<file path="config.mk">
export PLATFORM = sky130hd
export DESIGN_NAME = hit_stop_ctrl
export DESIGN_NICKNAME = d
export VERILOG_FILES = /design/src/rtl/hit_stop_ctrl.sv
export SDC_FILE = /design/constraint.sdc
export NUM_CORES = 1
export LEC_CHECK = 0
export CELL_PAD_IN_SITES_DETAIL_PLACEMENT = 1
export CELL_PAD_IN_SITES_GLOBAL_PLACEMENT = 2
export CORE_MARGIN = 1.5
export CORE_UTILIZATION = 35
export DETAILED_ROUTE_END_ITERATION = 16
export HOLD_SLACK_MARGIN = 0.15
export PLACE_DENSITY_LB_ADDON = 0.1
export SYNTH_ARGS = -nofsm -noshare
export SYNTH_HDL_FRONTEND = slang
export SYNTH_SLANG_ARGS = --single-unit
export TNS_END_PERCENT = 10
</file>
<file path="constraint.sdc">
create_clock -name clk -period 4.5 [get_ports clk]
set_input_delay 0.675 -clock clk [delete_from_list [all_inputs] [get_ports clk]]
set_output_delay 0.675 -clock clk [all_outputs]
set_load 0.01 [all_outputs]
</file>
<file path="src/rtl/hit_stop_ctrl.sv">
// Game-state controller: per-frame collision resolution, lives/score keeping,
// and a hit-stop freeze that drives the sprite movers and the renderer tint.
module hit_stop_ctrl #(
  parameter int LIVES       = 3,
  parameter int STOP_FRAMES = 30,
  parameter int SCORE_DIV   = 60
) (
  input  logic       clk,
  input  logic       reset,
  input  logic [9:0] x,
  input  logic [9:0] y,
  input  logic       goose,
  input  logic       bean,
  input  logic       start,
  output logic       freeze,
  output logic       hit_flash,
  output logic       hit_pulse,
  output logic [1:0] lives,
  output logic [7:0] score,
  output logic       game_over
);

  typedef enum logic [1:0] {IDLE, RUN, HITSTOP, OVER} state_t;

  localparam logic [1:0] LIVES_INIT = 2'(LIVES);
  localparam logic [7:0] STOP_INIT  = 8'(STOP_FRAMES);
  localparam logic [7:0] DIV_LAST   = 8'(SCORE_DIV - 1);

  state_t     state, state_nxt;
  logic [7:0] frame_cnt, frame_nxt;
  logic [7:0] stop_cnt, stop_nxt;
  logic [1:0] lives_nxt;
  logic [7:0] score_nxt;
  logic       pulse_nxt, freeze_nxt, hit_flash_nxt, game_over_nxt;

  logic tick_cmp, tick_cmp_d, fr_tick;
  logic start_d, start_rise;
  logic visible_hit, coll_seen;
  logic restart;

  assign tick_cmp    = (x == 10'd0) && (y == 10'd480);
  assign visible_hit = goose && bean && (x < 10'd640) && (y < 10'd480);
  assign restart     = start_rise && ((state == IDLE) || (state == OVER));

  // The compare and start history reset to "already seen" so that a level
  // still present at reset release is not mistaken for a fresh edge.
  // NOTE: all clocked state uses non-blocking (<=) so every flop samples
  // pre-edge values regardless of statement order.
  always_ff @(posedge clk or negedge reset) begin
    if (!reset) begin
      tick_cmp_d <= 1'b1;
      fr_tick    <= 1'b0;
      start_d    <= 1'b1;
      start_rise <= 1'b0;
    end else begin
      tick_cmp_d <= tick_cmp;
      fr_tick    <= tick_cmp && !tick_cmp_d;
      start_d    <= start;
      start_rise <= start && !start_d;
    end
  end

  // One collision per frame at most; overlaps during the freeze never count.
  always_ff @(posedge clk or negedge reset) begin
    if (!reset)                  coll_seen <= 1'b0;
    else if (state == HITSTOP)   coll_seen <= 1'b0;
    else if (restart || fr_tick) coll_seen <= 1'b0;
    else if (visible_hit)        coll_seen <= 1'b1;
  end

  always_ff @(posedge clk or negedge reset) begin
    if (!reset) begin
      state     <= IDLE;
      frame_cnt <= 8'd0;
      stop_cnt  <= 8'd0;
      lives     <= LIVES_INIT;
      score     <= 8'd0;
      hit_pulse <= 1'b0;
      freeze    <= 1'b1;
      hit_flash <= 1'b0;
      game_over <= 1'b0;
    end else begin
      state     <= state_nxt;
      frame_cnt <= frame_nxt;
      stop_cnt  <= stop_nxt;
      lives     <= lives_nxt;
      score     <= score_nxt;
      hit_pulse <= pulse_nxt;
      freeze    <= freeze_nxt;
      hit_flash <= hit_flash_nxt;
      game_over <= game_over_nxt;
    end
  end

  // NOTE: every target gets a hold default first so no path infers a latch.
  always_comb begin
    state_nxt = state;
    frame_nxt = frame_cnt;
    stop_nxt  = stop_cnt;
    lives_nxt = lives;
    score_nxt = score;
    pulse_nxt = 1'b0;
    case (state)
      IDLE, OVER: begin
        if (start_rise) begin
          state_nxt = RUN;
          lives_nxt = LIVES_INIT;
          score_nxt = 8'd0;
          frame_nxt = 8'd0;
          stop_nxt  = 8'd0;
        end
      end
      RUN: begin
        if (fr_tick) begin
          if (coll_seen) begin
            pulse_nxt = 1'b1;
            lives_nxt = lives - 2'd1;
            if (lives == 2'd1) begin
              state_nxt = OVER;
            end else begin
              state_nxt = HITSTOP;
              stop_nxt  = STOP_INIT;
            end
          end else if (frame_cnt == DIV_LAST) begin
            frame_nxt = 8'd0;
            if (score != 8'hFF) score_nxt = score + 8'd1;
          end else begin
            frame_nxt = frame_cnt + 8'd1;
          end
        end
      end
      HITSTOP: begin
        if (fr_tick) begin
          if (stop_cnt == 8'd1) begin
            state_nxt = RUN;
            stop_nxt  = 8'd0;
          end else begin
            stop_nxt = stop_cnt - 8'd1;
          end
        end
      end
      default: state_nxt = IDLE;
    endcase
  end

  // Outputs are decoded from the next state so they leave the flops aligned
  // with the state register.
  always_comb begin
    freeze_nxt    = (state_nxt != RUN);
    hit_flash_nxt = (state_nxt == HITSTOP) && stop_nxt[1];
    game_over_nxt = (state_nxt == OVER);
  end

endmodule

</file>
---- After elaboration in Yosys (flattened, before gate mapping) ----
Index checks and enable logic that the tools add are counted.
storage, ports and cells
  latch bits .............................. 0
  bits in registers ....................... 37
  ROM bits ................................ 0
  memory bits (writable) .................. 0
  memories kept ........................... 0
cells by class
  equality and inequality tests ........... 19
  multipliers ............................. 0
  bitwise operators ....................... 0
  shift operators ......................... 0
  order comparisons ....................... 2
  muxes and demuxes ....................... 34
  divide/modulo/power cells ............... 0
  reduce and logical (&&, ||, !) cells .... 21
  add/subtract/negate cells ............... 4
operator list
  operator                                                                        number
  8-bit 2-to-1 mux                                                                14
  8-bit one-hot mux with 2 select lines                                           2
  8-bit one-hot mux with 3 select lines                                           1
  8-bit by 1-bit adder with 8-bit output (second input constant)                  2
  2-bit 2-to-1 mux                                                                8
  2-bit != test (second input constant)                                           8
  10-bit by 9-bit equality test with 1-bit output (second input constant)         1
  10-bit logical NOT                                                              1
  10-bit less-than comparator (second input constant)                             1
  10-bit by 9-bit less-than comparator with 1-bit output (second input constant)  1
  2-bit equality test (second input constant)                                     4
  8-bit by 1-bit equality test with 1-bit output (second input constant)          1
  8-bit by 6-bit equality test with 1-bit output (second input constant)          1
  1-bit logical AND                                                               8
  8-bit != test (second input constant)                                           1
  4-bit AND reduction                                                             2
  8-bit by 1-bit subtractor with 8-bit output (second input constant)             1
  1-bit 2-to-1 mux                                                                7
  2-bit one-hot mux with 3 select lines                                           1
  6-bit AND reduction                                                             1
  5-bit AND reduction                                                             1
  2-bit by 1-bit equality test with 1-bit output (second input constant)          2
  2-bit one-hot mux with 2 select lines                                           1
  3-bit nonzero test                                                              1
  other kinds (7)                                                                 9

---- Depth between registers and ports, before layout ----
Gate-level depths: netlist (run 1).
  depth in word-level cells ............... 7
  gate-level depth with buffers ........... 8

---- Worst setup path before layout (run 1) ----
No wires, ideal clock.
  path type ............................... reg2reg
  start point ............................. reg state[0]
  end point ............................... reg score[4]
  path buffers ............................ 1
  cell stages (with the launch flop) ...... 8
  setup slack ............................. 2610 ps
  clock period less this slack ............ 1890 ps
  data arrival time ....................... 1821 ps
  data required time ...................... 4431 ps
  cells stage by stage .................... dfrtp_1 > inv_1 > ha_1 > mux2i_1 > a21o_1 > buf_2 > or4_1 > nand3_1
on the way
  word-level cells in the longest chain between the ends .. 4
  elaborated cells between the ends (all ways) .. 12
  classes of those cells .................. eq/ne (7); mux (1); reduce/logical (4)
ends and longest elaborated chain
  element                                                                      line  text
  start: declaration                                                           29    state_t state, state_nxt;
  start signal: assignment                                                     83    state <= state_nxt;
  2-bit equality test / 2-bit logical NOT (equally long branches)              103   case (state)
  2-bit OR reduction                                                           103
  2-bit != test (no source line) / 2-bit nonzero test (equally long branches)  --
  6-bit AND reduction (no source line)                                         --
  end signal: assignment                                                       87    score <= score_nxt;
  end: declaration                                                             19    output logic [7:0] score,
Parallel ways exist; a longest one is shown, timed or not.
A chain may end at the register's enable or synchronous reset.

---- Worst setup path after layout (run 1) ----
  start point ............................. reg state[0]
  end point ............................... reg score[5]
Same word-level chain as after synthesis.

==> results.toml, run 1 <==
[run]
drv_cap = 0

[pwr]
seq_power_share = 0.370
clock_power_share = 0.285
p_int_w = 0.000684
combinationalPowerShare = 0.346
cellLeakagePower_nw = 1.15
total_power_w = 0.00108
sw_frac_of_total = 0.370
power.switching_w = 0.000401
peakVddDrop_mv = 0.189
power.density_nw_per_um2 = 387

[routing]
wl_um = 5890
wire_per_inst_um = 16.5
vias_per_cell = 5.65
remaining_drc_errors = 0
first_pass_iters = 4
drt_iter0_drc = 76
vias = 2010
drtAntennaViolNets = 0

[outcome]
status = "complete, no violations"

[logic_synthesis]
async_flop_share = 1.00
synth_seq_cells = 37
synth_simple_gate_area_frac = 0.246
synthMuxAreaShare = 0.0226
yosysWarningCount = 0
synth_xor_area_frac = 0.0155
synth_adder_area_share = 0.0387
synth_nets = 275
synth-main-ff-cell = "dfrtp_1"
yosys-top-cells-area = "dfrtp_1 (35%), dfstp_2 (5.8%), ha_1 (3.9%), nand2_1 (3.5%), o211ai_1 (3.3%)"
syn_area_per_cell_um2 = 9.32
ys_seq_area_frac = 0.411
synth-edff-count = 0
synth_top_family_by_area = "simple AND/OR/NAND/NOR gates"
synth_top_area_cell = "dfrtp_1"
synth_cell_types = 56
synth_area_um2 = 2270
synth_compound_area_frac = 0.216
syn_inst = 243
synth.top_cell.area_share = 0.353

[floorplan]
rows = 29
die-area_um2 = 6970
io_pins = 39
start_util = 0.359
core_area_um2 = 6310
die_x_um = 83.5
die_h_um = 83.5

[clock_tree]
cts-buffers-inserted = 5
cts_tree = "built"
root_buffer = "clkbuf_8"
postCtsSetupBuffers = 0
clockBufferDepth = 2
cts.clk_slew.worst_paths_ns = 0.08
cts_resized = 0
clk_latency_ns = 0.29
cts_num_sinks = 37
ctsHtreeMaxLevel = 2
ctsHoldBuffers = 0

[global_route]
antenna_found_initial = 0
grt_pass1_wl_um = 10500
grt.overflow.total = 0
grt_pass1_vias = 2119
grt_usage = 0.184
grt_max_degree = 38

[setup_path]
critical_path.endpoint_type = "flop"
worstPathMaxFanout = 20
r2r-end = "score[5]$_DFFE_PN0P_"
required_ns = 4.68
cp_slowest_cell = "a21o_1"
critical-path-max-stage-delay_ns = 0.55
cp_cell_sequence = "inv_1 -> ha_1 -> mux2i_1 -> a21o_1 -> nor3_1 -> a221o_1"
rrSetupSlack_ns = 1.85
worstPathArrival_ns = 2.82
cp_top_family = "compound AO/OA/AOI/OAI gates"
r2r_cells = 6
startpoint = "state[0]$_DFF_PN0_"
critical_path_class = "reg -> reg"
cp_num_buf_inv = 1
cp-start-kind = "flop"
reg2reg_from = "state[0]$_DFF_PN0_"

[finish]
drive_gt1_frac = 0.0860
nets = 310
area_growth_pct = 23.8
antennaDiodeCount = 0
fill_cells = 749

[timing]
tns_ns = 0
finalSetupViolCount = 0
clock_skew_ns = 0.00576
layout_min_cycle_time_ns = 2.65
drv_slew = 0
rsz0062_at_grt = "false"
slew_headroom = 0.431
hold_violations = 0
finalCritPeriodShare = 0.588
worstMarginPinSlew_ns = 0.853
fmax_ghz = 0.378

[place]
place.port_buffers = 38
gp_congestion = 0.726
hpwl_um = 4190

[hold_path]
hold_path.class = "in -> async"
## power by group through the flow
stage | Clock (W) | Combinational, W | Sequential [W]
global placement | 0 | 0.000368 | 0.000406
detailed placement | 0 | 0.000375 | 0.000407
finish | 0.000309 | 0.000375 | 0.000401
global route | 0.000332 | 0.000418 | 0.000406
CTS | 0.000320 | 0.000377 | 0.000401
floorplan | 0 | 0.000255 | 0.000397
## Yosys cell counts, drive strengths merged, types with 4 or more instances
| library cell | instances |
|---|---|
| nor2 | 13 |
| a221o | 5 |
| a211oi | 4 |
| a21oi | 8 |
| ha | 7 |
| nand4 | 5 |
| buf | 8 |
| mux2i | 4 |
| nor4 | 8 |
| o211ai | 11 |
| inv | 15 |
| nand2b | 7 |
| nor2b | 5 |
| and2 | 4 |
| o21ai | 14 |
| dfrtp | 32 |
| nand2 | 21 |
| nor3 | 12 |
| nand3 | 11 |
| dfstp | 5 |
## layer usage
metal  track usage  wire (um)
met1         0.263       3010
met2         0.288       2640
met3        0.0346        180
met4        0.0492         57
met5             0          0
## final cells by class
cell class / instances / area, um2 / area share
Clock buffer: 7 / 86.3 / 0.0308
Clock inverter: 1 / 30.0 / 0.0107
Inverter: 15 / 56.3 / 0.0201
Multi-Input combinational cell: 180 / 1220 / 0.435
Sequential cell: 37 / 932 / 0.332
Tap cell: 77 / 96.3 / 0.0343
Timing Repair Buffer: 39 / 383 / 0.136
## registers in the layout, indices dropped and copies added, names as in the netlist
name,flops
coll_seen,1
fr_tick,1
frame_cnt,8
freeze,1
game_over,1
hit_flash,1
hit_pulse,1
lives,2
score,8
start_d,1
start_rise,1
state,2
stop_cnt,8
tick_cmp_d,1
## layout by cell type, fill, tap and decap left out, types with 5 or more instances in the layout
master	synthesis	layout
a21oi_1	8	8
a221o_1	5	5
clkbuf_8	0	6
clkdlybuf4s50_1	0	37
dfrtp_1	32	32
dfstp_2	5	5
ha_1	7	7
inv_1	15	15
nand2_1	21	21
nand2b_1	7	7
nand3_1	11	11
nand4_1	5	5
nor2_1	13	13
nor2b_1	5	5
nor3_1	12	12
nor4_1	6	6
o211ai_1	10	10
o21ai_0	14	14
## stage by stage
stage	instances	utilization	setup slack [ns]	hold slack (ns)	cell area, um2
after floorplan	243	-	2.61	0.379	2270
after global placement	348	0.426	2.00	0.474	2690
after detailed placement	348	0.426	1.85	0.479	2690
after CTS	356	0.444	1.84	0.498	2810
after global routing	356	0.444	1.61	0.526	2810
final	356	0.444	1.85	0.486	2810
## how the worst max path moves through the flow
| stage | depth (start not counted) | end |
|---|---|---|
| floorplan | 7 | score[4]$_DFFE_PN0P_ |
| global route | 6 | score[5]$_DFFE_PN0P_ |
| global placement | 6 | score[5]$_DFFE_PN0P_ |
| finish | 6 | score[5]$_DFFE_PN0P_ |
| detailed placement | 6 | score[5]$_DFFE_PN0P_ |
| CTS | 6 | score[5]$_DFFE_PN0P_ |
## kinds of logic (layout without fill, tap and decap cells)
kind of cell | count (synthesis) | in the layout
AOI/OAI and AO/OA | 65 | 65
buffers and inverters | 26 | 62
adders and majority gates | 7 | 7
and+or+nand+nor | 99 | 99
muxes | 5 | 5
DFF | 37 | 37
xor gates and xnor gates | 4 | 4
Power figures use the tool's default switching activity.
==> run 2: changes to the inputs <==
--- a/config.mk
+++ b/config.mk
@@ -8,7 +8,7 @@
 export CELL_PAD_IN_SITES_DETAIL_PLACEMENT = 1
 export CELL_PAD_IN_SITES_GLOBAL_PLACEMENT = 2
 export CORE_MARGIN = 1.5
-export CORE_UTILIZATION = 35
+export CORE_UTILIZATION = 29
 export DETAILED_ROUTE_END_ITERATION = 16
 export HOLD_SLACK_MARGIN = 0.15
 export PLACE_DENSITY_LB_ADDON = 0.1
==> constraint.sdc (replaced) <==
create_clock -name clk -period 2.32 [get_ports clk]
set_input_delay 0.348 -clock clk [delete_from_list [all_inputs] [get_ports clk]]
set_output_delay 0.348 -clock clk [all_outputs]
set_load 0.01 [all_outputs]
==> run 2 against run 1 <==
Net effect: core utilization is 5.7 points lower; critical path depth did not move; combinational power increased by 130%; largest cell class unchanged.
==> results.toml, run 2 (synthesis results as in run 1) <==
[outcome]
status = "complete, no violations"

[finish]
fill_cells = 894
layout_common_cells = "clkdlybuf4s50_1 (37), dfrtp_1 (32), nand2_1 (21)"
top_regs = "frame_cnt x8, score x8, stop_cnt x8"
postLayoutCoreUtil = 0.387
drive_gt1_frac = 0.130
antennaDiodeCount = 0
stdcell_count = 395
nets = 324
layout.cells.most_common = "clkdlybuf4s50_1"
area_growth_pct = 30.7

[timing]
finalCritPeriodShare = 0.912
tns_ns = 0
clock_skew_ns = 0.0109
finalSetupViolCount = 0
fmax_ghz = 0.473
rsz0062_at_grt = "false"
hold_violations = 0
fin_hold_ws_ns = 0.488
layout_min_cycle_time_ns = 2.12
slew_headroom = 0.637
worstMarginPinSlew_ns = 0.542
drv_slew = 0

[global_route]
grt_max_degree = 22
antenna_found_initial = 0
grt_pass1_vias = 2128
grt_pass1_wl_um = 10500
grt_usage = 0.156
grt.overflow.total = 0

[routing]
remaining_drc_errors = 0
first_pass_iters = 3
vias = 2053
wire_per_inst_um = 15.4
drt_iter0_drc = 50
wl_um = 6100
vias_per_cell = 5.20
drtAntennaViolNets = 0

[setup_path]
worstPathArrival_ns = 2.34
critical-path-max-stage-delay_ns = 0.42
critical_path_class = "reg -> reg"
cp_cell_sequence = "inv_1 -> ha_1 -> buf_4 -> a311o_2 -> nor4_2 -> a221o_1"
cp_slowest_cell = "nor4_2"
required_ns = 2.55
critical_path.endpoint_type = "flop"
r2r-end = "stop_cnt[4]$_DFFE_PN0P_"
reg2reg_from = "state[0]$_DFF_PN0_"
cp-start-kind = "flop"
worstPathMaxFanout = 8
rrSetupSlack_ns = 0.20
r2r_cells = 6

[floorplan]
die-area_um2 = 8350
start_util = 0.296
core_area_um2 = 7650
die_x_um = 91.4
die_h_um = 91.4
rows = 32
io_pins = 39

[pwr]
power.density_nw_per_um2 = 774
peakVddDrop_mv = 0.347
cellLeakagePower_nw = 1.23
total_power_w = 0.00229

[place]
dp.cells = 386
gp_congestion = 0.766
hpwl_um = 4700
place.port_buffers = 38

[clock_tree]
cts-buffers-inserted = 5
cts_tree = "built"
root_buffer = "clkbuf_8"
cts_num_sinks = 37
cts.clk_slew.worst_paths_ns = 0.08
clockBufferDepth = 2
ctsHtreeMaxLevel = 2
clk_latency_ns = 0.29

[hold_path]
hold_path.class = "reg -> reg"
min_to = "fr_tick$_DFF_PN0_"
worstHoldPathCells = 1
min_from = "tick_cmp_d$_DFF_PN1_"

[run]
drv_cap = 0
==> run 2: worst max-delay path by stage <==
stage                             from                      end  cells past startpoint
finish              state[0]$_DFF_PN0_  stop_cnt[4]$_DFFE_PN0P_                      6
global route        state[0]$_DFF_PN0_     score[7]$_DFFE_PN0P_                      7
CTS                 state[0]$_DFF_PN0_     score[7]$_DFFE_PN0P_                      7
detailed placement  state[0]$_DFF_PN0_     score[7]$_DFFE_PN0P_                      7
global placement    state[0]$_DFF_PN0_     score[7]$_DFFE_PN0P_                      7
floorplan           state[0]$_DFF_PN0_     score[4]$_DFFE_PN0P_                      7
==> run 2: timing repair <==
item / in CTS / in global routing
resized for setup: 0 / 0
hold buffers: 1 / 0
hold endpoints to repair: 11 / 0
buffers inserted: 0 / 0
==> run 2: metal layers <==
metal	track usage	wire, um	vias up
met5	0	0	-
met4	0.0326	63	0
met3	0.0369	235	6
met2	0.248	2750	39
met1	0.215	3050	1004
li1	-	-	1004
==> run 2: cell type report <==
cell class                      count  area [um2]  share of cell area
Sequential cell                    37         932               0.315
Timing Repair Buffer               53         490               0.166
Tap cell                          102         128              0.0431
Clock buffer                        5        68.8              0.0232
Clock inverter                      3        65.1              0.0220
Multi-Input combinational cell    180        1220               0.412
Inverter                           15        56.3              0.0190
==> run 2: per-stage QoR <==
step                instance area [um2]  worst slack, ns
floorplan                          2270            0.430
global placement                   2820            0.279
detailed placement                 2820            0.226
CTS                                2960            0.205
global route                       2960           0.0664
finish                             2960            0.204
==> run 2: power by group <==
part | switching [W] | internal [W]
sequential | 0.0000497 | 0.000710
combinational | 0.000489 | 0.000363
clock | 0.000252 | 0.000428
total | 0.000790 | 0.00150
==> run 2: critical path, delay by kind of cell, from the launching register on <==
kind | cells | cell delay [ns]
buffers and inverters | 2 | 0.25
AO/OA/AOI/OAI | 2 | 0.63
AND/OR/NAND/NOR | 1 | 0.42
flip-flops | 1 | 0.41
adder cells (fa/ha/maj) | 1 | 0.35
